[src/rtl/pipe_pkg.sv]
// Shared pipeline definitions: opcode encodings, EX hazard FSM states,
// register-index width and small elaboration-time helpers.
package pipe_pkg;

   localparam int REG_W = 4;

   localparam logic [3:0] OP_ADD = 4'h0;
   localparam logic [3:0] OP_CMP = 4'h1;
   localparam logic [3:0] OP_BEQ = 4'h2;
   localparam logic [3:0] OP_BGT = 4'h3;
   localparam logic [3:0] OP_B   = 4'h4;
   localparam logic [3:0] OP_MUL = 4'h5;
   localparam logic [3:0] OP_LD  = 4'h6;
   localparam logic [3:0] OP_ST  = 4'h7;

   typedef enum logic [1:0] {
      IDLE     = 2'd0,
      MUL_BUSY = 2'd1,
      FLUSH    = 2'd2
   } state_e;

   function automatic int max_i(input int a, input int b);
      return (a > b) ? a : b;
   endfunction

endpackage

[src/rtl/flag_reg.sv]
// CMP comparator and E/GT condition-flag register.
// Ports: clk, reset (sync, high), en (load), a/b operands, flag_e, flag_gt.
module flag_reg #(
   parameter int DATA_W = 32
) (
   input  logic              clk,
   input  logic              reset,
   input  logic              en,
   input  logic [DATA_W-1:0] a,
   input  logic [DATA_W-1:0] b,
   output logic              flag_e,
   output logic              flag_gt
);

   logic e_d, e_q;
   logic gt_d, gt_q;

   always_comb begin
      e_d  = e_q;
      gt_d = gt_q;
      if (en) begin
         e_d  = (a == b);
         gt_d = ($signed(a) > $signed(b));
      end
   end

   always_ff @(posedge clk) begin
      if (reset) begin
         e_q  <= 1'b0;
         gt_q <= 1'b0;
      end else begin
         e_q  <= e_d;
         gt_q <= gt_d;
      end
   end

   assign flag_e  = e_q;
   assign flag_gt = gt_q;

endmodule

[src/rtl/branch_hazard_unit.sv]
// EX-stage branch resolution and hazard control: flags, branch redirect,
// MUL occupancy stall, load-use stall. Outputs stall/is_branch_taken/branch_pc.
module branch_hazard_unit
   import pipe_pkg::*;
#(
   parameter int DATA_W       = 32,
   parameter int PC_W         = 32,
   parameter int MUL_LAT      = 3,
   parameter int FLUSH_CYCLES = 2
) (
   input  logic              clk,
   input  logic              reset,
   input  logic              ex_valid,
   input  logic              iscmp,
   input  logic              isbeq,
   input  logic              isbgt,
   input  logic              isubranch,
   input  logic              ismul,
   input  logic              isld,
   input  logic              iswb,
   input  logic [REG_W-1:0]  ex_rd,
   input  logic [DATA_W-1:0] cmp_a,
   input  logic [DATA_W-1:0] cmp_b,
   input  logic [PC_W-1:0]   ex_target,
   input  logic [REG_W-1:0]  id_rs1,
   input  logic [REG_W-1:0]  id_rs2,
   input  logic              id_use_rs1,
   input  logic              id_use_rs2,
   output logic              stall,
   output logic              is_branch_taken,
   output logic [PC_W-1:0]   branch_pc,
   output logic              flag_e,
   output logic              flag_gt
);

   localparam int CNT_W = $clog2(max_i(MUL_LAT, FLUSH_CYCLES)) + 1;
   localparam bit MUL_STALLS = (MUL_LAT > 1);
   localparam logic [CNT_W-1:0] MUL_INIT = CNT_W'(MUL_LAT - 1);
   localparam logic [CNT_W-1:0] FLUSH_INIT = CNT_W'(FLUSH_CYCLES - 1);
   localparam logic [CNT_W-1:0] ONE = CNT_W'(1);

   state_e            state_d, state_q;
   logic [CNT_W-1:0]  mcnt_d, mcnt_q;
   logic [CNT_W-1:0]  fcnt_d, fcnt_q;
   logic              ibt_d, ibt_q;
   logic [PC_W-1:0]   bpc_d, bpc_q;

   logic act;
   logic take;
   logic mul_start;
   logic lu;

   // EX inputs only count while the FSM is idle
   assign act = ex_valid & (state_q == IDLE);

   flag_reg #(.DATA_W(DATA_W)) u_flags (
      .clk     (clk),
      .reset   (reset),
      .en      (act & iscmp),
      .a       (cmp_a),
      .b       (cmp_b),
      .flag_e  (flag_e),
      .flag_gt (flag_gt)
   );

   // Conditions use the registered flags, so CMP->BEQ back-to-back works
   assign take = act & (isubranch
                      | (isbeq & flag_e)
                      | (isbgt & flag_gt));

   assign mul_start = act & ismul & MUL_STALLS;

   assign lu = act & isld & iswb
             & ((id_use_rs1 & (id_rs1 == ex_rd))
              | (id_use_rs2 & (id_rs2 == ex_rd)));

   always_ff @(posedge clk) begin
      if (reset) begin
         state_q <= IDLE;
         mcnt_q  <= '0;
         fcnt_q  <= '0;
         ibt_q   <= 1'b0;
         bpc_q   <= '0;
      end else begin
         state_q <= state_d;
         mcnt_q  <= mcnt_d;
         fcnt_q  <= fcnt_d;
         ibt_q   <= ibt_d;
         bpc_q   <= bpc_d;
      end
   end

   always_comb begin
      state_d = state_q;
      mcnt_d  = mcnt_q;
      fcnt_d  = fcnt_q;
      ibt_d   = ibt_q;
      bpc_d   = bpc_q;
      unique case (state_q)
         IDLE: begin
            if (take) begin
               bpc_d   = ex_target;
               ibt_d   = 1'b1;
               fcnt_d  = FLUSH_INIT;
               state_d = FLUSH;
            end else if (mul_start) begin
               mcnt_d  = MUL_INIT;
               state_d = MUL_BUSY;
            end
         end
         MUL_BUSY: begin
            mcnt_d = mcnt_q - ONE;
            if (mcnt_q == ONE) begin
               state_d = IDLE;
            end
         end
         FLUSH: begin
            if (fcnt_q == '0) begin
               ibt_d   = 1'b0;
               state_d = IDLE;
            end else begin
               fcnt_d = fcnt_q - ONE;
            end
         end
         default: begin
            state_d = IDLE;
         end
      endcase
   end

   // Final MUL_BUSY cycle drops stall so the MUL can leave EX
   always_comb begin
      stall = 1'b0;
      unique case (state_q)
         IDLE:     stall = (mul_start | lu) & ~take;
         MUL_BUSY: stall = (mcnt_q > ONE);
         FLUSH:    stall = 1'b0;
         default:  stall = 1'b0;
      endcase
   end

   assign is_branch_taken = ibt_q;
   assign branch_pc       = bpc_q;

endmodule

[config.mk]
export PLATFORM = sky130hd
export DESIGN_NAME = branch_hazard_unit
export DESIGN_NICKNAME = d
export VERILOG_FILES = /design/src/rtl/pipe_pkg.sv /design/src/rtl/flag_reg.sv /design/src/rtl/branch_hazard_unit.sv
export SDC_FILE = /design/constraint.sdc
export NUM_CORES = 1
export LEC_CHECK = 0
export CAP_MARGIN = 40
export CORE_MARGIN = 2
export CORE_UTILIZATION = 34
export CTS_CLUSTER_SIZE = 25
export DETAILED_ROUTE_END_ITERATION = 10
export PLACE_DENSITY = 0.74
export SYNTH_ARGS = -nofsm -noshare
export SYNTH_HDL_FRONTEND = slang
export SYNTH_SLANG_ARGS = --single-unit
[constraint.sdc]
create_clock -name clk -period 2 [get_ports clk]
set_input_delay 0.4 -clock clk [delete_from_list [all_inputs] [get_ports clk]]
set_output_delay 0.4 -clock clk [all_outputs]
set_load 0.005 [all_outputs]
; Word-level counts from Yosys, hierarchy flattened
; Cells that the tools add are included.
[word_totals]
reg_bits = 43
elab_cells = 65
inputBits = 120
[classes]
eq_ne = 13
n_addsub = 2
mux = 15
n_bitwise = 17
n_reduce_logical = 9
magnitude_cmp = 2
[op_table]
columns = operator, n
row1 = $eq 32x32->1, 1
row2 = $gt 32x32->1, 1
row3 = $and 1x1->1, 12
row4 = $mux 3, 4
row5 = $ne 2x2->1 const B, 6
row6 = $pmux 3 s2, 2
row7 = $reduce_and 3->1, 4
row8 = $eq 4x4->1, 2
row9 = $mux 2, 4
row10 = $pmux 2 s3, 1
row11 = $sub 3x1->3 const B, 2
row12 = $or 1x1->1, 4
row13 = $pmux 1 s2, 2
row14 = $reduce_bool 2->1, 2
row15 = $eq 3x1->1 const B, 1
row16 = $gt 3x1->1 const B, 1
row17 = $logic_not 3->1, 1
row18 = $ne 3x3->1 const B, 1
row19 = $eq 2x1->1 const B, 1
row20 = $eq 2x2->1 const B, 1
row21 = $logic_not 2->1, 1
row22 = $mux 1, 2
row23 = $reduce_and 2->1, 1
row24 = $not 1->1, 1

; Logic depth before layout (Yosys ltp)
[logic_depth]
depth_word = 8
mapped_depth = 8

; By module
; Synthesis repeated with hierarchy kept, for this count alone.
[unflattened]
hier_cells = 342
area_unflattened_um2 = 2904.0
[modules_own_cells]
columns = mod, instances, cells_per_inst, seq_area_each_um2, area_per_inst_um2
row1 = branch_hazard_unit, 1, 215, 820.8, 1976.9
row2 = flag_reg, 1, 127, 40.0, 927.1

; Least setup slack after synthesis
; No wires, ideal clock.
[synth_path]
path_kind = in2reg
startpoint = in cmp_b[31]
endpoint = reg u_flags.gt_q, in the netlist u_flags.flag_gt
setup_time_ns = 0.063
cell_stages = 8
slack_ns = 0.069
t_arrival_ns = 1.869
required_ns = 1.937
cell_sequence = inv_1 > ha_1 > nand4_1 > nor3_2 > a221oi_2 > o211ai_1 > or4b_1 > nand3b_1
[synth_via]
elab_chain_len = 1
[synth_lines]
columns = item, line
row1 = from (decl), branch_hazard_unit.sv:23  ; input logic [DATA_W-1:0] cmp_b,
row2 = $gt 32x32->1, flag_reg.sv:23  ; gt_d = ($signed(a) > $signed(b));
row3 = to (signal assigned), flag_reg.sv:33  ; gt_q <= gt_d;
row4 = to (decl), flag_reg.sv:16  ; logic gt_d, gt_q;
; No other way between the ends.
; A chain may end at the register's enable or synchronous reset.

; Worst setup path in the final report
[layout_path]
startpoint = in cmp_b[5]
endpoint = reg u_flags.gt_q, in the netlist u_flags.flag_gt
; Same word-level chain as after synthesis.

==> summary.txt <==
Synthesis
  – Synthesized area per cell: 7.68 sq um
  – Synth warn: 0
  – Synth Register Bits: 43
  – Cells after Synth: 335
  – Mapped Area: 2570 sq um
  – Unique masters post-synth: 34
  – Seq/Total Area, Yosys: 33.5%
  – Net Count, Synth: 491

Routing
  – Detailed Routing Iterations Pass 1: 4
  – Initial DRC Count: 92
  – Drc violations: 0
  – Antenna Nets Post-Route: 0
  – Via/cell ratio: 4.78
  – DR WL met3: 461 microns
  – Vias after detailed routing: 2,940
  – Routed Wire Length: 8200 microns
  – Met2 WL: 4260 microns
  – Top sig layer: met4
  – Met1 wire length: 3260 microns
  – Wire per inst: 13.3 microns

Clocking
  – Hold Buf Count CTS: 0
  – CTS tree: yes
  – Num CTS Buffers: 5
  – CTS root buf: clkbuf_8
  – Worst-Skew Late Latency: 290 ps
  – Clk pin slew, worst setup/hold paths: 80 ps
  – CTS Buffer Depth: 2
  – CTS H-Tree Depth: 2
  – Sink Count: 43

STA
  – Endpoints failing setup: 0
  – Final period util: 98.3%
  – Hold Vio Cnt, Final: 0
  – Final worst path period need: 1970 ps
  – Slew Viols, Final: 0
  – Hold_ws: 454 ps
  – Max-slew headroom: 79.4%
  – Maximum clock frequency: 509 MHz
  – Slew @ Worst Pin: 308 ps
  – Setup Skew: 4.15 ps
  – Setup ws final: 33.7 ps

Place
  – Post-placement cell count: 600
  – DP Worst Slack: -609 ps
  – Port bufs: 155
  – GPL Wtd Cong: 0.780
  – DP HPWL: 6020 microns
  – DP Area: 4410 sq um

Setup path
  – WS Path Type: input port to register
  – Reg2Reg Setup Slack: 400 ps
  – CP startpoint kind: input port
  – CP max FO: 2
  – Worst setup EP type: register
  – Arrival time at the worst endpoint: 2150 ps
  – Delay-heaviest family, CP: compound AO/OA/AOI/OAI gates
  – Critical R2R Launch: state_q[0]
  – R2R depth: 6
  – Crit-path cells: clkdlybuf4s50_1 -> inv_1 -> ha_4 -> a21oi_2 -> o21ai_1 -> a221o_1 -> a211o_1 -> nand4_1 -> nand3b_1
  – RR Endpoint: u_flags.flag_gt
  – Required time of the critical path: 2190 ps
  – Critical-path top delay cell: clkdlybuf4s50_1
  – CP max stage delay: 460 ps
  – Buf/Inv on CP: 2

Power and ir drop
  – Switching share of power: 27.1%
  – Combinational group share of total power: 34.6%
  – Final Total Pwr: 2.35 mW
  – Leakage power: 2.04 nW
  – VDD IR-drop max: 0.000287 V
  – Switching power: 637 uW
  – Int Power: 1.71 mW
  – Seq pwr share: 40.0%
  – Pwr Density: 484 nW/um^2
  – Clk pwr share: 25.4%

Global route
  – Global-route wire length before repair: 12,900 microns
  – Largest net degree at the start of global routing: 34
  – Grt ovf: 0
  – Vias in the first global route: 2,960
  – Initial antenna violation count: 0
  – Tot GR Track Use: 18.8%

Floorplanning
  – Core area: 7290 sq um
  – Die height: 91.0 microns
  – Row count: 31
  – Starting Density: 35.3%
  – Die ar.: 8270 sq um
  – Ports: 156
  – Die W: 91.0 microns

Finish
  – Final instance area: 4850 sq um
  – Ant. Diodes: 0
  – Post-route insts no fill: 615
  – Final nets: 671
  – Highest-count cells in the layout ignoring fill and taps: clkdlybuf4s50_1, nand2_1, a21oi_1
  – Layout cell share with drive strength beyond 1: 18.0%
  – Most common cell after layout, fill and taps aside: clkdlybuf4s50_1
  – Fillers: 629
  – P&R area growth vs syn: 88.7%

Worst hold path
  – Hold path depth: 2
  – Hold Crit Start: branch_pc[5]
  – Hold endpoint: branch_pc[5]
  – Hold crit path type: register to register

Outcome
  – Status: finished, final reports clean

Job
  – Max-cap check violation count: 0
[stage by stage]
step	util [%]	TNS (ps)
floorplan	-	0
global placement	60.5	-1390
detailed placement	60.5	-1390
CTS	64.7	0
global route	66.5	-47.7
finish	66.5	0
[kinds of logic after synthesis]
logic type      share of synthesized area [%]
xor+xnor                                 3.41
buf+inv                                  7.59
simple gates                             21.5
fa+ha+maj                                17.5
compound gates                           16.5
flops                                    33.5
[power by group through the flow]
stage	clock (mW)	sequential, mW	combinational, mW
floorplan	0	0.962	0.277
global placement	0	0.956	0.720
detailed placement	0	0.959	0.739
CTS	0.617	0.939	0.773
finish	0.598	0.939	0.812
global route	0.646	0.945	0.893
[worst max-delay path by stage]
| stage | from | to | slack [ps] | depth (start not counted) |
|---|---|---|---|---|
| 5_1_grt | cmp_b[6] | u_flags.flag_gt | -30 | 8 |
| 3_5_place_dp | ex_rd[3] | stall | -610 | 8 |
| 2_1_floorplan | cmp_b[31] | u_flags.flag_gt | 70 | 8 |
| 4_1_cts | cmp_a[18] | u_flags.flag_gt | 10 | 8 |
| 3_3_place_gp | ex_rd[2] | stall | -630 | 6 |
| 6_report | cmp_b[5] | u_flags.flag_gt | 30 | 9 |
[synthesized netlist by cell type]
library cell / instances / area [sq um]
buf_2: 3 / 15.0
dfxtp_1: 43 / 861
nor2b_1: 3 / 18.8
ha_1: 36 / 450
and3_1: 1 / 6.26
nand4_1: 9 / 56.3
a31oi_1: 3 / 18.8
nor3_2: 1 / 10.0
a211oi_1: 2 / 15.0
a21o_1: 1 / 7.51
a221oi_2: 1 / 15.0
nand2b_1: 4 / 25.0
o21ai_1: 1 / 5.00
clkbuf_1: 10 / 37.5
nand2_1: 77 / 289
nand3b_1: 1 / 7.51
nor4_2: 1 / 12.5
a32o_1: 1 / 10.0
nor2_1: 10 / 37.5
nor3b_4: 1 / 18.8
a211o_1: 1 / 8.76
nor3_1: 7 / 35.0
or4b_1: 1 / 10.0
a221oi_1: 2 / 17.5
xor2_1: 7 / 61.3
nand3_1: 4 / 20.0
a221o_1: 2 / 20.0
a21oi_1: 52 / 260
inv_1: 38 / 143
xnor2_1: 3 / 26.3
o41ai_1: 1 / 8.76
and2_1: 1 / 6.26
o21ai_0: 6 / 30.0
o211ai_1: 1 / 7.51
[registers in the layout, indices dropped and copies added (netlist names)]
| signal | count |
|---|---|
| branch_pc | 32 |
| u_flags.flag_gt | 1 |
| is_branch_taken | 1 |
| fcnt_q | 3 |
| u_flags.flag_e | 1 |
| state_q | 2 |
| mcnt_q | 3 |
[layout make-up]
class                           count  area [sq um]  area share, %
Multi-Input combinational cell    241          1840           38.0
Timing Repair Buffer              186          1780           36.7
Tap cell                           99           124           2.55
Clock buffer                        8           100           2.06
Sequential cell                    43           861           17.7
Inverter                           38           143           2.94
[tightest hold or removal path, cell delays in order, from the launching register on]
cell	delay, ps
dfxtp_1	310
nand2_1	50
a21oi_1	50
[routing by layer]
| layer | GRT usage [%] | vias to the layer above |
|---|---|---|
| met5 | 0 | - |
| met4 | 9.22 | 0 |
| met3 | 3.82 | 20 |
| met2 | 34.8 | 112 |
| met1 | 20.1 | 1324 |
| li1 | - | 1484 |
[timing repair]
item,CTS,global route
setup buffers,5,2
setup endpoints to repair,2,2
pin swaps,28,28
resized for setup,86,34
Power figures use the tool's default switching activity.
